==> config.mk <==
export PLATFORM = sky130hd
export DESIGN_NAME = serial_and_unit
export DESIGN_NICKNAME = d
export VERILOG_FILES = /design/src/rtl/serial_and_unit.sv
export SDC_FILE = /design/constraint.sdc
export NUM_CORES = 1
export LEC_CHECK = 0
export CAP_MARGIN = 0
export CORE_MARGIN = 2
export CORE_UTILIZATION = 29
export CTS_CLUSTER_DIAMETER = 30
export DETAILED_ROUTE_END_ITERATION = 6
export DONT_BUFFER_PORTS = 1
export PLACE_DENSITY_LB_ADDON = 0.08
export REMOVE_ABC_BUFFERS = 1
export SETUP_SLACK_MARGIN = 0.05
export SLEW_MARGIN = 40
export SYNTH_ARGS = -nofsm -noshare
export SYNTH_HDL_FRONTEND = slang
export SYNTH_SLANG_ARGS = --single-unit
==> constraint.sdc <==
create_clock -name clk -period 3.2 [get_ports clk]
set_clock_uncertainty 0.1 [all_clocks]
set_input_delay 0.64 -clock clk [delete_from_list [all_inputs] [get_ports clk]]
set_output_delay 0.64 -clock clk [all_outputs]
set_load 0.05 [all_outputs]
==> src/rtl/serial_and_unit.sv <==
// serial_and_unit: collects two LSB-first serial operands one bit pair per
// accepted beat and presents their bitwise AND (plus its AND-reduction) as a
// held result word. A word is gathered in COLLECT and presented in HOLD.
//
// Handshake: a beat transfers on a rising edge with in_valid=1 and in_ready=1,
// and a result transfers on a rising edge with out_valid=1 and out_ready=1.
// Neither valid depends combinationally on the matching ready. in_ready and
// out_valid decode straight from the state register.
module serial_and_unit #(
   parameter int WIDTH = 8
) (
   input  logic             clk,
   input  logic             rst_n,
   input  logic             in_valid,
   output logic             in_ready,
   input  logic             a_bit,
   input  logic             b_bit,
   input  logic             in_first,
   output logic             out_valid,
   input  logic             out_ready,
   output logic [WIDTH-1:0] out_word,
   output logic             out_all,
   output logic             resync_err
);

   // The bit counter needs at least one bit, even when WIDTH is 1.
   localparam int CW = (WIDTH > 1) ? $clog2(WIDTH) : 1;
   localparam logic [CW-1:0] LAST_IDX = CW'(WIDTH - 1);

   typedef enum logic {
      COLLECT = 1'b0,
      HOLD    = 1'b1
   } state_t;

   state_t           state_q, state_d;
   logic [CW-1:0]    bit_cnt_q, bit_cnt_d;
   logic [WIDTH-1:0] col_q;
   logic [WIDTH-1:0] word_q;
   logic             all_q;
   logic             resync_q;

   logic             accept;
   logic             resync;
   logic             done;
   logic [CW-1:0]    idx;
   logic [WIDTH-1:0] word_nx;

   assign in_ready   = (state_q == COLLECT);
   assign out_valid  = (state_q == HOLD);
   assign out_word   = word_q;
   assign out_all    = all_q;
   assign resync_err = resync_q;

   assign accept = in_valid & in_ready;

   // Beat datapath: pick the bit slot, handle resync, and build the next word.
   always_comb begin
      resync    = 1'b0;
      idx       = bit_cnt_q;
      word_nx   = col_q;
      done      = 1'b0;
      bit_cnt_d = bit_cnt_q;
      if (accept) begin
         // A first-marker in the middle of a word restarts at bit 0.
         if (in_first && (bit_cnt_q != '0)) begin
            resync = 1'b1;
            idx    = '0;
         end
         // Bit 0 of any word starts from a clean register.
         if (idx == '0) begin
            word_nx = '0;
         end
         word_nx[idx] = a_bit & b_bit;
         done         = (idx == LAST_IDX);
         bit_cnt_d    = done ? '0 : (idx + CW'(1));
      end
   end

   // Next-state logic: COLLECT until the last beat lands, HOLD until consumed.
   always_comb begin
      state_d = state_q;
      case (state_q)
         COLLECT: if (done)      state_d = HOLD;
         HOLD:    if (out_ready) state_d = COLLECT;
         default:                state_d = COLLECT;
      endcase
   end

   // State register.
   always_ff @(posedge clk or negedge rst_n) begin
      if (!rst_n) begin
         state_q <= COLLECT;
      end else begin
         state_q <= state_d;
      end
   end

   // Collect register, bit counter and resync pulse; only accepted beats move them.
   always_ff @(posedge clk or negedge rst_n) begin
      if (!rst_n) begin
         bit_cnt_q <= '0;
         col_q     <= '0;
         resync_q  <= 1'b0;
      end else begin
         resync_q <= resync;
         if (accept) begin
            bit_cnt_q <= bit_cnt_d;
            col_q     <= word_nx;
         end
      end
   end

   // Result registers load only on the completing beat and otherwise hold.
   always_ff @(posedge clk or negedge rst_n) begin
      if (!rst_n) begin
         word_q <= '0;
         all_q  <= 1'b0;
      end else if (done) begin
         word_q <= word_nx;
         all_q  <= &word_nx;
      end
   end

endmodule

* Word level (Yosys, flattened, before mapping) *
Index checks and enable logic that the tools add are counted.

word-level totals
  register bits = 22
  bits in latches = 0
  memory bits (writable) = 0
  ROM bits = 0
  input port bits = 7
  memories kept = 0

cells by class
  add/sub/neg operators = 1
  multipliers = 0
  divide/modulo/power cells = 0
  magnitude comparators = 2
  equality and inequality tests = 1
  shifts and indexed selects = 0
  mux-type cells = 15
  bitwise logic cells = 3
  reduce and logical (&&, ||, !) cells = 5

operators with widths
  cell                                                                number
  2-to-1 mux 8 bit                                                    3
  2-to-1 mux 3 bit                                                    3
  bitwise mux 8 bit                                                   1
  AND reduction 8 bit                                                 1
  2-to-1 mux 1 bit                                                    6
  less-than comparator 3 x 4 -> 1 bit (second input constant)         1
  adder 3 x 1 -> 3 bit (second input constant)                        1
  demux 1 bit (select 3 bit)                                          1
  == test 3 bit (second input constant)                               1
  greater-or-equal comparator 3 x 1 -> 1 bit (second input constant)  1
  zero test 3 bit                                                     1
  nonzero test 3 bit                                                  1
  bitwise AND 1 bit                                                   2
  logical AND 1 bit                                                   2
  case mux 1 bit (2 select lines)                                     1
  inverter 1 bit                                                      1

* Depth between registers and ports, before layout *
Gate-level depths: netlist (run 1).

  depth in word-level cells = 11
  gate-level depth with buffers = 9

* Worst setup path after synthesis (run 1) *
OpenSTA, ideal clock, no wires.

  kind = in2reg
  from = in in_first
  to = reg all_q (netlist: out_all)
  arrival time = 2.015 ns
  slack = 0.990 ns
  stages on the path = 7
  path buffers = 0
  cells stage by stage = and2b_1 inv_1 ha_1 o311ai_0 a22o_1 nand4b_1 o31ai_1

on the way
  cells in the longest elaborated chain, start to end = 10

RTL lines
  element                                                                                                                         RTL line  RTL
  start: declaration                                                                                                              18        input logic in_first,
  logical AND 1 bit *                                                                                                             65        if (in_first && (bit_cnt_q != '0)) begin
  2-to-1 mux 3 bit *                                                                                                              65
  2-to-1 mux 3 bit *                                                                                                              63        if (accept) begin
  less-than comparator 3 x 4 -> 1 bit (not written as such) / greater-or-equal comparator 3 x 1 -> 1 bit (equally long branches)  73        word_nx[idx] = a_bit & b_bit;
  logical AND 1 bit (not written as such)                                                                                         73
  2-to-1 mux 1 bit (not written as such)                                                                                          73
  demux 1 bit (select 3 bit)                                                                                                      73
  bitwise mux 8 bit                                                                                                               73
  2-to-1 mux 8 bit                                                                                                                63
  AND reduction 8 bit                                                                                                             120       all_q <= &word_nx;
  end signal: assignment                                                                                                          120
  end: declaration                                                                                                                39        logic all_q;

Mark *: on every way between the ends. The rest lies on a longest branch, timed or not. The select of a mux whose other input is x is not followed.
A chain may end at the register's enable or synchronous reset.

* Worst setup path after layout (run 1) *
  from = reg bit_cnt_q[0]
  to = reg all_q (netlist: out_all)

on the way
  cells in the longest elaborated chain, start to end = 11

RTL lines
  element                                                                                                                         RTL line  RTL
  start: declaration                                                                                                              36        logic [CW-1:0] bit_cnt_q, bit_cnt_d;
  start signal: assignment                                                                                                        107       bit_cnt_q <= bit_cnt_d;
  nonzero test 3 bit                                                                                                              65
  logical AND 1 bit                                                                                                               65
  2-to-1 mux 3 bit *                                                                                                              65
  2-to-1 mux 3 bit *                                                                                                              63
  less-than comparator 3 x 4 -> 1 bit (not written as such) / greater-or-equal comparator 3 x 1 -> 1 bit (equally long branches)  73
  logical AND 1 bit (not written as such)                                                                                         73
  2-to-1 mux 1 bit (not written as such)                                                                                          73
  demux 1 bit (select 3 bit)                                                                                                      73
  bitwise mux 8 bit                                                                                                               73
  2-to-1 mux 8 bit                                                                                                                63
  AND reduction 8 bit                                                                                                             120

Marked as above.

==> flow_summary.yaml, run 1 <==
run_status:
  run_status: "finished clean"
routing:
  route.detailed.drc: 0
  drtPass1Iterations: 4
  wl_per_cell_um: 16.1
  drt-initial-drc-count: 43
  routed_via_density: 5.21
  wl_um: 2420
  ant_nets: 0
  via_count: 787
die:
  rows: 22
  pin_count: 19
  die_y_um: 66.0
  start_util_pct: 30.3
  die_x_um: 66.0
  dieArea_mm2: 0.00436
  core_mm2: 0.00369
sta:
  hold_viol: 0
  finalMaxSlewViolations: 0
  fmax_mhz: 406
  tightestPinTransition_ns: 0.642
  setup_slack_ns: 0.734
  setup_viol: 0
  min_period_ns: 2.47
  finalCritPeriodShare_pct: 77.0
  rsz0062_at_grt: "false"
  slew_headroom_pct: 57.1
  setup_tns_ns: 0
critical_path:
  worst-r2r-setup-slack_ns: 0.73
  r2r-end: "out_all"
  ff2ff_path_depth: 7
  cp_data_required_time_ns: 3.27
  path_buf_inv: 1
  end_kind: "flop"
  critical_path_class: "flop to flop"
  crit_slowest_cell: "dfrtp_1"
  regToRegStartpoint: "bit_cnt_q[0]"
  worst_ep_arrival_time_ns: 2.54
  crit_fanout: 10
  cp_cell_sequence: "and2b_1 > inv_1 > ha_1 > o311ai_0 > a22o_1 > nand4b_1 > o31ai_1"
  cp_top_family: "compound AO/OA/AOI/OAI gates"
  slowest_delay_ns: 0.57
  cp-start-kind: "flop"
layout:
  final_common_cell: "dfrtp_1"
  utilization_pct: 32.8
  final_cell_mix: "22 x dfrtp_1, 17 x nand2_1, 5 x mux2_2"
  finalNetCount: 114
  syn2layout_area_growth_pct: 8.52
  drive_gt1_share_pct: 13.6
  n_antenna_cell: 0
global_routing:
  first_global_vias: 790
  grt_pass1_wl_um: 4050
  grtUsageTotal_pct: 12.7
  grt_antenna_before_repair: 0
  gr-total-overflow: 0
  grt_max_degree: 23
power:
  power_density_mw_per_mm2: 474
  p_total_uw: 574
  p_leak_uw: 0.000568
  peakVddDrop_mv: 0.143
clock_tree:
  cts.sinks: 22
  clockBufferDepth: 2
  path_clk_slew_ns: 0.08
  clockRootBuffer: "clkbuf_8"
  cts_buffers: 3
  h-tree-depth: 1
  clk_latency_ns: 0.26
  cts_tree: "yes"
synthesis:
  synth_area_mm2: 0.00112
  synth_area_per_cell_um2: 10.8
  ys_ff_latch: 22
  synth.distinct_cells: 40
  synth_cells: 103
  ys_seq_area_share_pct: 49.3
  synth_warnings: 0
  synth-edff-count: 0
  async_flop_share_pct: 100
  synthFlopType: "dfrtp_1"
flow_run:
  cap_violations: 0
place:
  place.gp.congestion: 0.785
  dp_hpwl_um: 1700
  place_ws_ns: 0.709
  port_buffers: 0
min_path:
  hold_class: "input pin to asynchronous set/reset pin"
## worst max-delay path by stage
stage / start / endpoint / slack, ns / cells past startpoint
2_1_floorplan: in_first / out_all / 0.99 / 7
5_1_grt: bit_cnt_q[0] / out_all / 0.52 / 7
3_3_place_gp: in_first / out_all / 0.63 / 7
3_5_place_dp: in_first / out_all / 0.71 / 7
4_1_cts: bit_cnt_q[0] / out_all / 0.73 / 7
6_report: bit_cnt_q[0] / out_all / 0.73 / 7
## cell usage after synthesis (2+ instances only)
| cell | number | share of area [%] |
|---|---|---|
| a32o_1 | 2 | 1.8 |
| buf_2 | 2 | 0.90 |
| clkbuf_1 | 2 | 0.67 |
| dfrtp_1 | 22 | 49 |
| ha_1 | 3 | 3.4 |
| inv_1 | 3 | 1.0 |
| mux2_2 | 5 | 5.0 |
| mux2i_1 | 2 | 1.8 |
| nand2_1 | 17 | 5.7 |
| nand2b_1 | 3 | 1.7 |
| nand3_1 | 4 | 1.8 |
| nand4b_1 | 2 | 1.6 |
| nor2b_1 | 2 | 1.1 |
| nor3_1 | 2 | 0.90 |
| o21ai_0 | 4 | 1.8 |
| o21ai_1 | 2 | 0.90 |
| o221ai_1 | 2 | 1.6 |
| or3b_1 | 2 | 1.6 |
## cells by family after synthesis
group	after synthesis	share of synthesized area, %
multiplexers	9	9.86
AND/OR/NAND/NOR	42	22.1
adder cells (fa/ha/maj)	3	3.36
flip-flops	22	49.3
buffers and inverters	9	3.59
AO/OA/AOI/OAI	18	11.8
## power breakdown
part / leakage (µW) / total [µW] / switching [µW] / internal, µW
clock network: 0.0000288 / 200 / 89.9 / 110
logic: 0.000238 / 63.7 / 38.0 / 25.7
registers: 0.000302 / 311 / 23.2 / 288
total: 0.000568 / 574 / 151 / 423
## stage by stage
stage | instances | area (µm²) | hold slack, ns
finish | 151 | 1210 | 0.229
detailed placement | 146 | 1150 | 0.245
global route | 151 | 1210 | 0.261
CTS | 151 | 1220 | 0.373
floorplan | 98 | 1090 | 0.244
global placement | 146 | 1150 | 0.245
## final cells by class
| cell class | instances | area [µm²] |
|---|---|---|
| tap | 48 | 60.1 |
| sequential | 22 | 551 |
| fill | 400 | 2480 |
| timing repair buffer | 1 | 5.00 |
| clock buffer | 4 | 55.1 |
| inverter | 4 | 15.0 |
| multi-input combinational | 72 | 526 |
## state kept, by name, indices dropped and copies added (netlist names)
name        flops
bit_cnt_q       3
col_q           8
out_all         1
out_valid       1
out_word        8
resync_err      1
## metal layers
layer / GRT usage, % / share of wire (%)
met1: 18.2 / 50
met2: 17.7 / 40
met3: 3.58 / 8.3
met4: 5.36 / 1.7
met5: 0 / 0
## timing repair
item	in CTS	in global routing
endpoints found under the hold margin	22	0
resized for setup	0	0
endpoints found under the setup margin	0	0
setup buffers	0	0
hold buffers	1	0
Note: power is estimated with default switching activity, not from simulation.
==> run 2: changes to the inputs <==
==> constraint.sdc (replaced) <==
create_clock -name clk -period 2.5 [get_ports clk]
set_clock_uncertainty 0.1 [all_clocks]
set_input_delay 0.5 -clock clk [delete_from_list [all_inputs] [get_ports clk]]
set_output_delay 0.5 -clock clk [all_outputs]
set_load 0.05 [all_outputs]
==> flow_summary.yaml, run 2 (synthesis results as in run 1) <==
global_routing:
  grt_pass1_wl_um: 4380
  first_global_vias: 871
  grtUsageTotal_pct: 13.6
  gr-total-overflow: 0
  grt_max_degree: 23
  grt_antenna_before_repair: 0
power:
  power_frac_clock_pct: 34.6
  power_switching_uw: 199
  pwr-share-comb_pct: 14.1
  p_leak_uw: 0.000588
  power_density_mw_per_mm2: 603
  switching_share_pct: 26.6
  p_int_uw: 550
  sequentialPowerShare_pct: 51.3
  peakVddDrop_mv: 0.358
place:
  place.gp.congestion: 0.758
  port_buffers: 0
  dp_hpwl_um: 1840
critical_path:
  regToRegStartpoint: "bit_cnt_q[2]"
  worst-r2r-setup-slack_ns: 0.43
  end_kind: "flop"
  cp_data_required_time_ns: 2.56
  worst_ep_arrival_time_ns: 2.13
  r2r-end: "out_word[2]"
  cp-start-kind: "flop"
  crit_start: "bit_cnt_q[2]"
  crit_fanout: 11
  critical_path_class: "flop to flop"
  ff2ff_path_depth: 5
sta:
  setup_viol: 0
  hold_viol: 0
  slew_headroom_pct: 66.2
  finalMaxSlewViolations: 0
  fmax_mhz: 482
  setup_tns_ns: 0
  rsz0062_at_grt: "false"
  finalCritPeriodShare_pct: 82.9
  min_period_ns: 2.07
  tightestPinTransition_ns: 0.508
layout:
  nFillCells: 394
  final_common_cell: "dfrtp_1"
  utilization_pct: 33.6
  final_cell_mix: "22 x dfrtp_1, 17 x nand2_1, 5 x mux2_2"
  multiInputGateArea_um2: 526
  drive_gt1_share_pct: 16.8
  finalNetCount: 118
  syn2layout_area_growth_pct: 11.2
  ff_latch_area_um2: 551
  n_antenna_cell: 0
clock_tree:
  clk_latency_ns: 0.26
  ctsResizeCount: 0
  cts_tree: "yes"
  path_clk_slew_ns: 0.08
  clockBufferDepth: 2
  postCtsSetupRepairBufs: 0
  clockRootBuffer: "clkbuf_8"
  h-tree-depth: 1
  cts_buffers: 3
  cts.sinks: 22
die:
  pin_count: 19
  core_mm2: 0.00369
  die_x_um: 66.0
  rows: 22
  die_y_um: 66.0
  dieArea_mm2: 0.00436
  start_util_pct: 30.3
routing:
  drtPass1Iterations: 4
  ant_nets: 0
  wl_per_cell_um: 16.5
  via_count: 809
  wl_um: 2560
  routed_via_density: 5.22
  route.detailed.drc: 0
  drt-initial-drc-count: 49
min_path:
  hold_class: "input pin to asynchronous set/reset pin"
run_status:
  run_status: "finished clean"
flow_run:
  cap_violations: 0
[run 2: changes by cell type in the layout (fill, tap and decap cells not counted), sizes merged]
cell,previous run,this run
buf,1,5
[run 2: worst max-delay path by stage]
stage                       end  cells after the start
floorplan               out_all                      7
global placement        out_all                      7
detailed placement      out_all                      7
CTS                 out_word[5]                      5
global route            out_all                      7
finish              out_word[2]                      5
[run 2: power by group through the flow]
| stage | sequential, µW | clock [µW] | combinational (µW) |
|---|---|---|---|
| finish | 384 | 259 | 106 |
| global route | 386 | 286 | 119 |
| CTS | 384 | 265 | 107 |
| detailed placement | 392 | 0 | 97.4 |
| global placement | 392 | 0 | 97.7 |
| floorplan | 397 | 0 | 60.6 |
[run 2: worst max-delay path, stage by stage (launching register included)]
cell      delay [ns]
dfrtp_1         0.48
nand2b_1        0.23
inv_2           0.14
ha_1            0.25
nand2_1         0.37
mux2_2          0.39
[run 2: timing repair]
| item | CTS | global route |
|---|---|---|
| endpoints found under the setup margin | 0 | 0 |
| hold buffers | 1 | 0 |
| hold endpoints to repair | 22 | 0 |
[run 2: through the flow]
| step | instance area (µm²) | std cells | setup slack (ns) | total power [µW] | hold slack [ns] |
|---|---|---|---|---|---|
| finish | 1240 | 155 | 0.427 | 749 | 0.0921 |
| global route | 1240 | 155 | 0.239 | 791 | 0.121 |
| CTS | 1250 | 155 | 0.424 | 756 | 0.231 |
| detailed placement | 1180 | 150 | 0.217 | 489 | 0.105 |
| global placement | 1180 | 150 | 0.294 | 489 | 0.105 |
| floorplan | 1090 | 98 | 0.429 | 458 | 0.104 |
[run 2: area by class of cell]
type / instances / area share [%]
sequential: 22 / 44.4
multi-input combinational: 72 / 42.3
timing repair buffer: 5 / 2.82
inverter: 4 / 1.21
clock buffer: 4 / 4.44
tap: 48 / 4.84
[run 2: metal layers]
metal	up-vias	wire length, µm	track usage, %
li1	384	-	-
met1	398	1180	17.1
met2	25	1150	22.3
met3	2	212	5.11
met4	0	21	2.81
met5	-	0	0
